--- config.mk ---
export PLATFORM = sky130hd
export DESIGN_NAME = param_updown_counter
export DESIGN_NICKNAME = d
export VERILOG_FILES = /design/src/rtl/param_updown_counter.sv
export SDC_FILE = /design/constraint.sdc
export NUM_CORES = 1
export LEC_CHECK = 0
export ABC_AREA = 1
export CAP_MARGIN = 30
export CORE_AREA = 2 2 39 41
export CTS_CLUSTER_SIZE = 14
export DETAILED_ROUTE_END_ITERATION = 8
export DIE_AREA = 0 0 41 43
export PLACE_DENSITY_LB_ADDON = 0.25
export SETUP_SLACK_MARGIN = 0.3
export SLEW_MARGIN = 30
export SYNTH_ARGS = -nofsm -noshare
export SYNTH_HDL_FRONTEND = slang
export SYNTH_SLANG_ARGS = --single-unit
export TNS_END_PERCENT = 5
--- constraint.sdc ---
create_clock -name clk -period 2.6 [get_ports clk]
set_input_delay 0.52 -clock clk [delete_from_list [all_inputs] [get_ports clk]]
set_output_delay 0.52 -clock clk [all_outputs]
set_load 0.005 [all_outputs]
--- src/rtl/param_updown_counter.sv ---
// Modulo-MODULUS up/down counter with clear, checked parallel load, and
// wrap/overflow/load-error status flags. Bounds either wrap or saturate.
module param_updown_counter #(
  parameter int unsigned     WIDTH    = 4,
  parameter longint unsigned MODULUS  = 16,
  parameter bit              SATURATE = 1'b0
) (
  input  logic             clk,
  input  logic             rst_n,
  input  logic             clr,
  input  logic             load,
  input  logic [WIDTH-1:0] load_val,
  input  logic             en,
  input  logic             up_dn,
  input  logic             ovf_clr,
  output logic [WIDTH-1:0] q,
  output logic             wrap,
  output logic             ovf,
  output logic             load_err
);

  localparam logic [WIDTH-1:0] MaxVal = WIDTH'(MODULUS - 64'd1);
  localparam logic [WIDTH-1:0] One    = WIDTH'(1);

  logic [WIDTH-1:0] count_q, count_d;
  logic             wrap_q, wrap_d;
  logic             ovf_q, ovf_d;
  logic             load_err_q, load_err_d;
  logic             bound_hit;
  logic             load_ok;

  // MODULUS may be 2**32, so compare in 64 bits.
  assign load_ok = (64'(load_val) < MODULUS);

  always_comb begin
    count_d    = count_q;
    wrap_d     = 1'b0;
    load_err_d = 1'b0;
    bound_hit  = 1'b0;
    if (clr) begin
      count_d = '0;
    end else if (load) begin
      if (load_ok) begin
        count_d = load_val;
      end else begin
        load_err_d = 1'b1;
      end
    end else if (en) begin
      if (up_dn) begin
        if (count_q == MaxVal) begin
          bound_hit = 1'b1;
          if (!SATURATE) count_d = '0;
        end else begin
          count_d = count_q + One;
        end
      end else begin
        if (count_q == '0) begin
          bound_hit = 1'b1;
          if (!SATURATE) count_d = MaxVal;
        end else begin
          count_d = count_q - One;
        end
      end
    end
    wrap_d = bound_hit;
    // A bound event wins over a simultaneous clear request.
    ovf_d  = (ovf_q & ~ovf_clr) | bound_hit;
  end

  always_ff @(posedge clk) begin
    if (!rst_n) begin
      count_q    <= '0;
      wrap_q     <= 1'b0;
      ovf_q      <= 1'b0;
      load_err_q <= 1'b0;
    end else begin
      count_q    <= count_d;
      wrap_q     <= wrap_d;
      ovf_q      <= ovf_d;
      load_err_q <= load_err_d;
    end
  end

  assign q        = count_q;
  assign wrap     = wrap_q;
  assign ovf      = ovf_q;
  assign load_err = load_err_q;

endmodule

==> results of run 1 <==
[Yosys cell counts]
cell                        n  area, um^2
sky130_fd_sc_hd__a21oi_1    2        10.0
sky130_fd_sc_hd__a21oi_2    1        8.76
sky130_fd_sc_hd__a31o_1     1        8.76
sky130_fd_sc_hd__a31oi_1    2        12.5
sky130_fd_sc_hd__buf_4      1        7.51
sky130_fd_sc_hd__buf_6      1        11.3
sky130_fd_sc_hd__clkinv_4   1        8.76
sky130_fd_sc_hd__conb_1     1        3.75
sky130_fd_sc_hd__dfxtp_1    6         120
sky130_fd_sc_hd__ha_1       2        25.0
sky130_fd_sc_hd__inv_1      7        26.3
sky130_fd_sc_hd__inv_2      2        7.51
sky130_fd_sc_hd__nand2_1   20        75.1
sky130_fd_sc_hd__nand2_2    1        6.26
sky130_fd_sc_hd__nand3_1    4        20.0
sky130_fd_sc_hd__nand3_2    2        20.0
sky130_fd_sc_hd__nand4_1    4        25.0
sky130_fd_sc_hd__nor2_1     4        15.0
sky130_fd_sc_hd__nor2_2     1        6.26
sky130_fd_sc_hd__nor2_4     1        11.3
sky130_fd_sc_hd__o22ai_1    1        6.26
sky130_fd_sc_hd__xnor2_1    1        8.76
sky130_fd_sc_hd__xor2_1     1        8.76
[cell usage in the layout (no fill, tap or decap)]
cell | Yosys | routed
sky130_fd_sc_hd__dfxtp_1 | 6 | 6
sky130_fd_sc_hd__a21oi_2 | 1 | 1
sky130_fd_sc_hd__nor2_4 | 1 | 1
sky130_fd_sc_hd__conb_1 | 1 | 1
sky130_fd_sc_hd__a31oi_1 | 2 | 2
sky130_fd_sc_hd__a21oi_1 | 2 | 2
sky130_fd_sc_hd__nor2_2 | 1 | 1
sky130_fd_sc_hd__clkinv_4 | 1 | 1
sky130_fd_sc_hd__inv_2 | 2 | 2
sky130_fd_sc_hd__inv_1 | 7 | 7
sky130_fd_sc_hd__nand2_2 | 1 | 1
sky130_fd_sc_hd__nand3_1 | 4 | 4
sky130_fd_sc_hd__clkbuf_4 | 0 | 3
sky130_fd_sc_hd__nand4_1 | 4 | 4
sky130_fd_sc_hd__clkdlybuf4s50_1 | 0 | 16
sky130_fd_sc_hd__nor2_1 | 4 | 4
sky130_fd_sc_hd__o22ai_1 | 1 | 1
sky130_fd_sc_hd__ha_1 | 2 | 2
sky130_fd_sc_hd__nand3_2 | 2 | 2
sky130_fd_sc_hd__nand2_1 | 20 | 20
sky130_fd_sc_hd__xnor2_1 | 1 | 1
sky130_fd_sc_hd__xor2_1 | 1 | 1
sky130_fd_sc_hd__a31o_1 | 1 | 1
[routing by layer]
layer	global-route usage (%)	routed length [um]	vias to the layer above	part of all wire [%]
li1	-	-	252	-
met1	23.2	516	196	49
met2	18.8	461	10	44
met3	8.38	60	2	5.7
met4	6.00	11	0	1.0
met5	0	0	-	0
[power groups by stage]
stage	clock network (W)	logic [W]	registers (W)
after floorplan	0	0.0000353	0.000102
after global placement	0	0.0000620	0.000104
after detailed placement	0	0.0000624	0.000104
after CTS	0.0000893	0.0000629	0.000103
after global routing	0.0000941	0.0000702	0.000103
final	0.0000847	0.0000624	0.000103
[through the flow]
step	cells	total power (W)	utilization, %
final	100	0.000250	46.0
after floorplan	67	0.000137	-
after detailed placement	97	0.000167	44.4
after global placement	97	0.000166	44.4
after global routing	100	0.000268	46.0
after CTS	100	0.000255	46.0
[logic make-up after synthesis]
logic type      count (synthesis)  share of synthesized area (%)
simple gates                   37                           39.5
buf+inv                        12                           13.5
compound gates                  7                           10.2
flops                           6                           26.5
xor+xnor                        2                           3.87
fa+ha+maj                       2                           5.52
other cells                     1                          0.828
[state kept, by name, summed over array words and instances, names as in the netlist]
register,cells
q,4
wrap,1
ovf,1
[worst min path at each step]
stage / start / to / slack (ps) / cells after the start
global placement: ovf$_SDFF_PN0_ / ovf$_SDFF_PN0_ / 470 / 2
global route: ovf$_SDFF_PN0_ / ovf$_SDFF_PN0_ / 530 / 2
floorplan: ovf$_SDFF_PN0_ / ovf$_SDFF_PN0_ / 470 / 2
detailed placement: ovf$_SDFF_PN0_ / ovf$_SDFF_PN0_ / 470 / 2
CTS: ovf$_SDFF_PN0_ / ovf$_SDFF_PN0_ / 480 / 2
finish: ovf$_SDFF_PN0_ / ovf$_SDFF_PN0_ / 470 / 2
[cell type report]
type	instances	share of cell area [%]
repair buffers	16	25.1
inverters	10	6.68
clock buffers	3	3.54
flip-flops and latches	6	18.9
well taps	16	3.14
multi-input cells	49	42.6
==> impl_metrics.prom, run 1 <==
# TYPE chip_impl_metric gauge
chip_impl_metric{name="flow.area_growth_from_synthesis",unit="%"} 40.6
chip_impl_metric{name="finalHoldViolCount",unit=""} 0
chip_impl_metric{name="timing.reg2reg.setup_slack",unit="ps"} 1190
chip_impl_metric{name="post_cts_buffers",unit=""} 0
chip_impl_metric{name="ios",unit=""} 18
chip_impl_metric{name="post-place-ws",unit="ps"} 895
chip_impl_metric{name="cts.reportedPaths.clkPinSlew",unit="ps"} 40
chip_impl_metric{name="via_count",unit=""} 460
chip_impl_metric{name="ys_seq_elements",unit=""} 6
chip_impl_metric{name="fp.dieH",unit="um"} 43
chip_impl_metric{name="globalplace.congestion",unit=""} 0.741
chip_impl_metric{name="num-nets-final",unit=""} 99
chip_impl_metric{name="power_frac_seq",unit="%"} 41.1
chip_impl_metric{name="final_cycle_utilization_of_the_critical_path",unit="%"} 71.5
chip_impl_metric{name="internal_power",unit="W"} 0.000182
chip_impl_info{name="end_kind",value="primary output"} 1
chip_impl_info{name="rr_endpoint",value="q[3]$_SDFFE_PP0P_"} 1
chip_impl_metric{name="peak_supply_drop",unit="V"} 0.000320
chip_impl_metric{name="slew_violations",unit=""} 0
chip_impl_info{name="cts-root-buf",value="sky130_fd_sc_hd__clkbuf_4"} 1
chip_impl_metric{name="grt_antenna_before_repair",unit=""} 0
chip_impl_metric{name="critical_path_arrival",unit="ps"} 1340
chip_impl_metric{name="max-clock-path-buffers",unit=""} 2
chip_impl_info{name="grt_setup_unrepaired",value="false"} 1
chip_impl_metric{name="die_x",unit="um"} 41
chip_impl_metric{name="post-route-drc-count",unit=""} 0
chip_impl_metric{name="grt_start_max_net_pins",unit=""} 9
chip_impl_metric{name="worstSetupPathDepth",unit=""} 1
chip_impl_metric{name="synth_sequential_area_ratio",unit="%"} 26.5
chip_impl_metric{name="floorplan.die_area",unit="um^2"} 1760
chip_impl_metric{name="clock_power_share",unit="%"} 33.9
chip_impl_metric{name="netSwitchingFraction",unit="%"} 27.2
chip_impl_metric{name="global_route.overflow_total",unit=""} 0
chip_impl_metric{name="path_max_fanout",unit=""} 8
chip_impl_metric{name="timing.critical_path.slowest_cell_delay",unit="ps"} 570
chip_impl_metric{name="drtIter0Drc",unit=""} 8
chip_impl_metric{name="syn_area_per_cell",unit="um^2"} 6.76
chip_impl_metric{name="synth_cell_type_count",unit=""} 23
chip_impl_metric{name="first_pass_grt_wire_length",unit="mm"} 1.84
chip_impl_info{name="crit_path_start_kind",value="flop"} 1
chip_impl_metric{name="post_cts_hold_buffer_count",unit=""} 0
chip_impl_info{name="cp-endpoint",value="q[2]"} 1
chip_impl_metric{name="fp_rows",unit=""} 14
chip_impl_metric{name="port_buffers",unit=""} 16
chip_impl_metric{name="worstPathRequired",unit="ps"} 2080
chip_impl_metric{name="design.core.area",unit="um^2"} 1380
chip_impl_metric{name="synth_area",unit="um^2"} 453
chip_impl_metric{name="combPwrFrac",unit="%"} 25.0
chip_impl_metric{name="post_drt_via_cell_ratio",unit=""} 4.60
chip_impl_metric{name="wl",unit="mm"} 1.05
chip_impl_metric{name="antennaDiodeCount",unit=""} 0
chip_impl_info{name="worst_path_max_delay_cell",value="sky130_fd_sc_hd__clkdlybuf4s50_1"} 1
chip_impl_metric{name="final-seq-area",unit="um^2"} 120
chip_impl_metric{name="total_grt_usage",unit="%"} 15.8
chip_impl_metric{name="detailedPlacementHpwl",unit="um"} 828
chip_impl_metric{name="drt_pass1_iterations",unit=""} 4
chip_impl_metric{name="clock_sink_count",unit=""} 6
chip_impl_metric{name="cts_made_buffers",unit=""} 3
chip_impl_metric{name="count_of_h_tree_levels_built_during_cts",unit=""} 1
chip_impl_metric{name="final_critical_path_setup_slack",unit="ps"} 741
chip_impl_info{name="rr_startpoint",value="q[0]$_SDFFE_PP0P_"} 1
chip_impl_metric{name="fin_area",unit="um^2"} 637
chip_impl_metric{name="max_cap_violations",unit=""} 0
chip_impl_metric{name="drive_gt1_share",unit="%"} 14.3
chip_impl_metric{name="p_sw",unit="W"} 0.0000679
chip_impl_metric{name="start_util",unit="%"} 32.7
chip_impl_metric{name="postSynthCellCount",unit=""} 67
chip_impl_info{name="first_element_of_the_critical_path",value="q[2]$_SDFFE_PP0P_"} 1
chip_impl_metric{name="finalWorstPathRequiredPeriod",unit="ps"} 1860
chip_impl_metric{name="avgRoutedWirePerCell",unit="um"} 10.5
chip_impl_metric{name="ff2ff_path_depth",unit=""} 8
chip_impl_info{name="outcome",value="complete, no violations"} 1
chip_impl_metric{name="power.density_cell_area",unit="nW/um^2"} 392
chip_impl_metric{name="multi_input_comb_area",unit="um^2"} 272
chip_impl_metric{name="yosys_warnings",unit=""} 0
chip_impl_info{name="crit_chain",value="clkdlybuf4s50_1"} 1
chip_impl_metric{name="timing.hold.ws",unit="ps"} 474
chip_impl_metric{name="fmax",unit="MHz"} 538
chip_impl_info{name="cpLargestDelayFamily",value="buffers and inverters"} 1
chip_impl_info{name="min_path_type",value="reg2reg"} 1
chip_impl_metric{name="static_leakage",unit="nW"} 0.274
chip_impl_metric{name="setup_viol",unit=""} 0
chip_impl_metric{name="clock-skew-final",unit="ps"} 2.51
chip_impl_info{name="cts_tree",value="yes"} 1
chip_impl_info{name="crit_type",value="reg2out"} 1
chip_impl_metric{name="postCtsResizedCells",unit=""} 0
chip_impl_metric{name="layout.filler_cells",unit=""} 152
chip_impl_metric{name="synthesized_nets",unit=""} 80
chip_impl_metric{name="place_area",unit="um^2"} 614
chip_impl_metric{name="insertion_delay",unit="ps"} 240
chip_impl_metric{name="antenna_violating_nets_post_route",unit=""} 0
chip_impl_metric{name="worstPathBufferInverterCount",unit=""} 1
chip_impl_metric{name="setup_tns",unit="ps"} 0
chip_impl_metric{name="grt_pass1_vias",unit=""} 415
No activity file was read; power rests on OpenSTA's default activity.
==> inputs of run 2 (changes only) <==
==> constraint.sdc (replaced) <==
create_clock -name clk -period 1.65 [get_ports clk]
set_input_delay 0.33 -clock clk [delete_from_list [all_inputs] [get_ports clk]]
set_output_delay 0.33 -clock clk [all_outputs]
set_load 0.005 [all_outputs]
==> run 2 against run 1 <==
Compared with the run above: via count is 5.0% higher; power rose by 57%; cell area increased by 4.3%; die area unchanged; sequential power is 50% higher; routed wire length increased by 4.0%; final cell count is 2.0% higher; combinational power rose by 68%; register-to-register slack worse by 790 ps.
==> impl_metrics.prom, run 2 (synthesized netlist as in run 1, its figures left out) <==
# TYPE chip_impl_metric gauge
chip_impl_metric{name="grt_antenna_before_repair",unit=""} 0
chip_impl_metric{name="met3_length",unit="um"} 64
chip_impl_metric{name="first_pass_grt_wire_length",unit="mm"} 1.83
chip_impl_metric{name="power_frac_seq",unit="%"} 39.3
chip_impl_metric{name="setup_tns",unit="ps"} 0
chip_impl_metric{name="global_route.overflow_total",unit=""} 0
chip_impl_info{name="outcome",value="complete, no violations"} 1
chip_impl_info{name="worst_path_max_delay_cell",value="sky130_fd_sc_hd__clkdlybuf4s50_1"} 1
chip_impl_metric{name="drt_pass1_iterations",unit=""} 4
chip_impl_info{name="grt_setup_unrepaired",value="true"} 1
chip_impl_metric{name="critical_path_arrival",unit="ps"} 1060
chip_impl_info{name="crit_path_start_kind",value="flop"} 1
chip_impl_metric{name="total_grt_usage",unit="%"} 15.8
chip_impl_metric{name="floorplan.die_area",unit="um^2"} 1760
chip_impl_metric{name="largest_register_ff_count",unit=""} 4
chip_impl_metric{name="path_max_fanout",unit=""} 2
chip_impl_metric{name="antennaDiodeCount",unit=""} 0
chip_impl_metric{name="post-route-drc-count",unit=""} 0
chip_impl_metric{name="avgRoutedWirePerCell",unit="um"} 10.7
chip_impl_metric{name="drt-met1-wl",unit="um"} 464
chip_impl_metric{name="die_x",unit="um"} 41
chip_impl_metric{name="final_cycle_utilization_of_the_critical_path",unit="%"} 84.2
chip_impl_metric{name="start_util",unit="%"} 32.7
chip_impl_metric{name="setup_viol",unit=""} 0
chip_impl_metric{name="grt_pass1_vias",unit=""} 474
chip_impl_metric{name="internal_power",unit="W"} 0.000286
chip_impl_metric{name="fmax",unit="MHz"} 720
chip_impl_metric{name="globalplace.congestion",unit=""} 0.750
chip_impl_info{name="min_path_type",value="reg2reg"} 1
chip_impl_metric{name="fp_rows",unit=""} 14
chip_impl_info{name="cts_tree",value="yes"} 1
chip_impl_metric{name="flow.area_growth_from_synthesis",unit="%"} 46.7
chip_impl_info{name="cpLargestDelayFamily",value="buffers and inverters"} 1
chip_impl_info{name="crit_chain",value="clkdlybuf4s50_1"} 1
chip_impl_metric{name="cts_made_buffers",unit=""} 3
chip_impl_metric{name="detailedPlacementHpwl",unit="um"} 816
chip_impl_metric{name="max_cap_violations",unit=""} 0
chip_impl_metric{name="via_count",unit=""} 483
chip_impl_info{name="crit_type",value="reg2out"} 1
chip_impl_metric{name="slew_violations",unit=""} 0
chip_impl_metric{name="antenna_violating_nets_post_route",unit=""} 0
chip_impl_metric{name="cts.reportedPaths.clkPinSlew",unit="ps"} 40
chip_impl_metric{name="combPwrFrac",unit="%"} 26.8
chip_impl_metric{name="clock_sink_count",unit=""} 6
chip_impl_metric{name="ios",unit=""} 18
chip_impl_metric{name="drive_gt1_share",unit="%"} 19.8
chip_impl_metric{name="worstPathBufferInverterCount",unit=""} 1
chip_impl_metric{name="port_buffers",unit=""} 16
chip_impl_metric{name="total_power_consumption_of_the_routed_design",unit="W"} 0.000393
chip_impl_info{name="top_signal_layer_used",value="met4"} 1
chip_impl_metric{name="worstPathRequired",unit="ps"} 1320
chip_impl_metric{name="peak_supply_drop",unit="V"} 0.000319
chip_impl_metric{name="max-clock-path-buffers",unit=""} 2
chip_impl_metric{name="finalWorstPathRequiredPeriod",unit="ps"} 1390
chip_impl_metric{name="wl",unit="mm"} 1.09
chip_impl_info{name="end_kind",value="primary output"} 1
chip_impl_metric{name="post_drt_via_cell_ratio",unit=""} 4.74
chip_impl_metric{name="clock_power_share",unit="%"} 33.9
chip_impl_metric{name="power.density_cell_area",unit="nW/um^2"} 592
chip_impl_metric{name="clock-skew-final",unit="ps"} 0.206
chip_impl_metric{name="grt_start_max_net_pins",unit=""} 8
chip_impl_metric{name="drtIter0Drc",unit=""} 16
chip_impl_metric{name="netSwitchingFraction",unit="%"} 27.2
chip_impl_info{name="cts-root-buf",value="sky130_fd_sc_hd__clkbuf_4"} 1
chip_impl_metric{name="design.core.area",unit="um^2"} 1380
chip_impl_metric{name="p_sw",unit="W"} 0.000107
chip_impl_metric{name="routed-wl-met2",unit="um"} 548
chip_impl_metric{name="count_of_h_tree_levels_built_during_cts",unit=""} 1
chip_impl_info{name="layout_commonest_cell",value="sky130_fd_sc_hd__nand2_1"} 1
chip_impl_metric{name="layout.filler_cells",unit=""} 141
chip_impl_metric{name="finalHoldViolCount",unit=""} 0
chip_impl_metric{name="timing.critical_path.slowest_cell_delay",unit="ps"} 490
chip_impl_metric{name="insertion_delay",unit="ps"} 240
chip_impl_metric{name="static_leakage",unit="nW"} 0.307
chip_impl_metric{name="num-nets-final",unit=""} 101
chip_impl_metric{name="fp.dieH",unit="um"} 43
chip_impl_info{name="final_cell_mix",value="20 x sky130_fd_sc_hd__nand2_1, 14 x sky130_fd_sc_hd__clkdlybuf4s50_1, 7 x sky130_fd_sc_hd__inv_1"} 1
-- run 2: per-stage QoR --
stage | area (um^2) | setup slack (ps) | util (%) | hold WS (ps) | instances
detailed placement | 622 | 139 | 44.9 | 475 | 98
finish | 664 | 261 | 48.0 | 511 | 102
CTS | 662 | 203 | 47.8 | 516 | 102
global route | 664 | 204 | 48.0 | 553 | 102
floorplan | 453 | 416 | - | 444 | 67
global placement | 622 | 146 | 44.9 | 475 | 98
-- run 2: area by class of cell --
class | instances | area, um^2 | area share, %
sequential | 6 | 131 | 19.8
inverter | 10 | 42.5 | 6.40
tap | 16 | 20.0 | 3.01
multi-input combinational | 49 | 272 | 40.9
timing repair buffer | 18 | 176 | 26.6
clock buffer | 3 | 22.5 | 3.39
-- run 2: power by group through the flow --
stage / Combinational (W) / Sequential (W) / Clock, W
floorplan: 0.0000557 / 0.000161 / 0
global placement: 0.000102 / 0.000162 / 0
global route: 0.000117 / 0.000155 / 0.000153
CTS: 0.000106 / 0.000154 / 0.000140
finish: 0.000105 / 0.000154 / 0.000133
detailed placement: 0.000101 / 0.000162 / 0
-- run 2: worst paths after layout --
check                         start                end  slack, ps  cells after the start
setup / recovery  q[3]$_SDFFE_PP0P_               q[3]        260                      1
hold / removal       ovf$_SDFF_PN0_     ovf$_SDFF_PN0_        510                      2
setup reg to reg  q[0]$_SDFFE_PP0P_  q[3]$_SDFFE_PP0P_        400                      8
hold reg to reg      ovf$_SDFF_PN0_     ovf$_SDFF_PN0_        510                      2
-- run 2: layer usage --
| metal | vias up | global-route usage, % |
|---|---|---|
| li1 | 257 | - |
| met1 | 206 | 18.4 |
| met2 | 18 | 23.8 |
| met3 | 2 | 7.85 |
| met4 | 0 | 6.00 |
| met5 | - | 0 |
-- run 2: repair_timing --
| item | CTS | global route |
|---|---|---|
| resized for setup | 7 | 1 |
| hold buffers | 0 | 0 |
| gates cloned | 0 | 0 |
| endpoints found under the setup margin | 7 | 7 |
| buffers inserted | 1 | 0 |
| pin swaps | 0 | 0 |
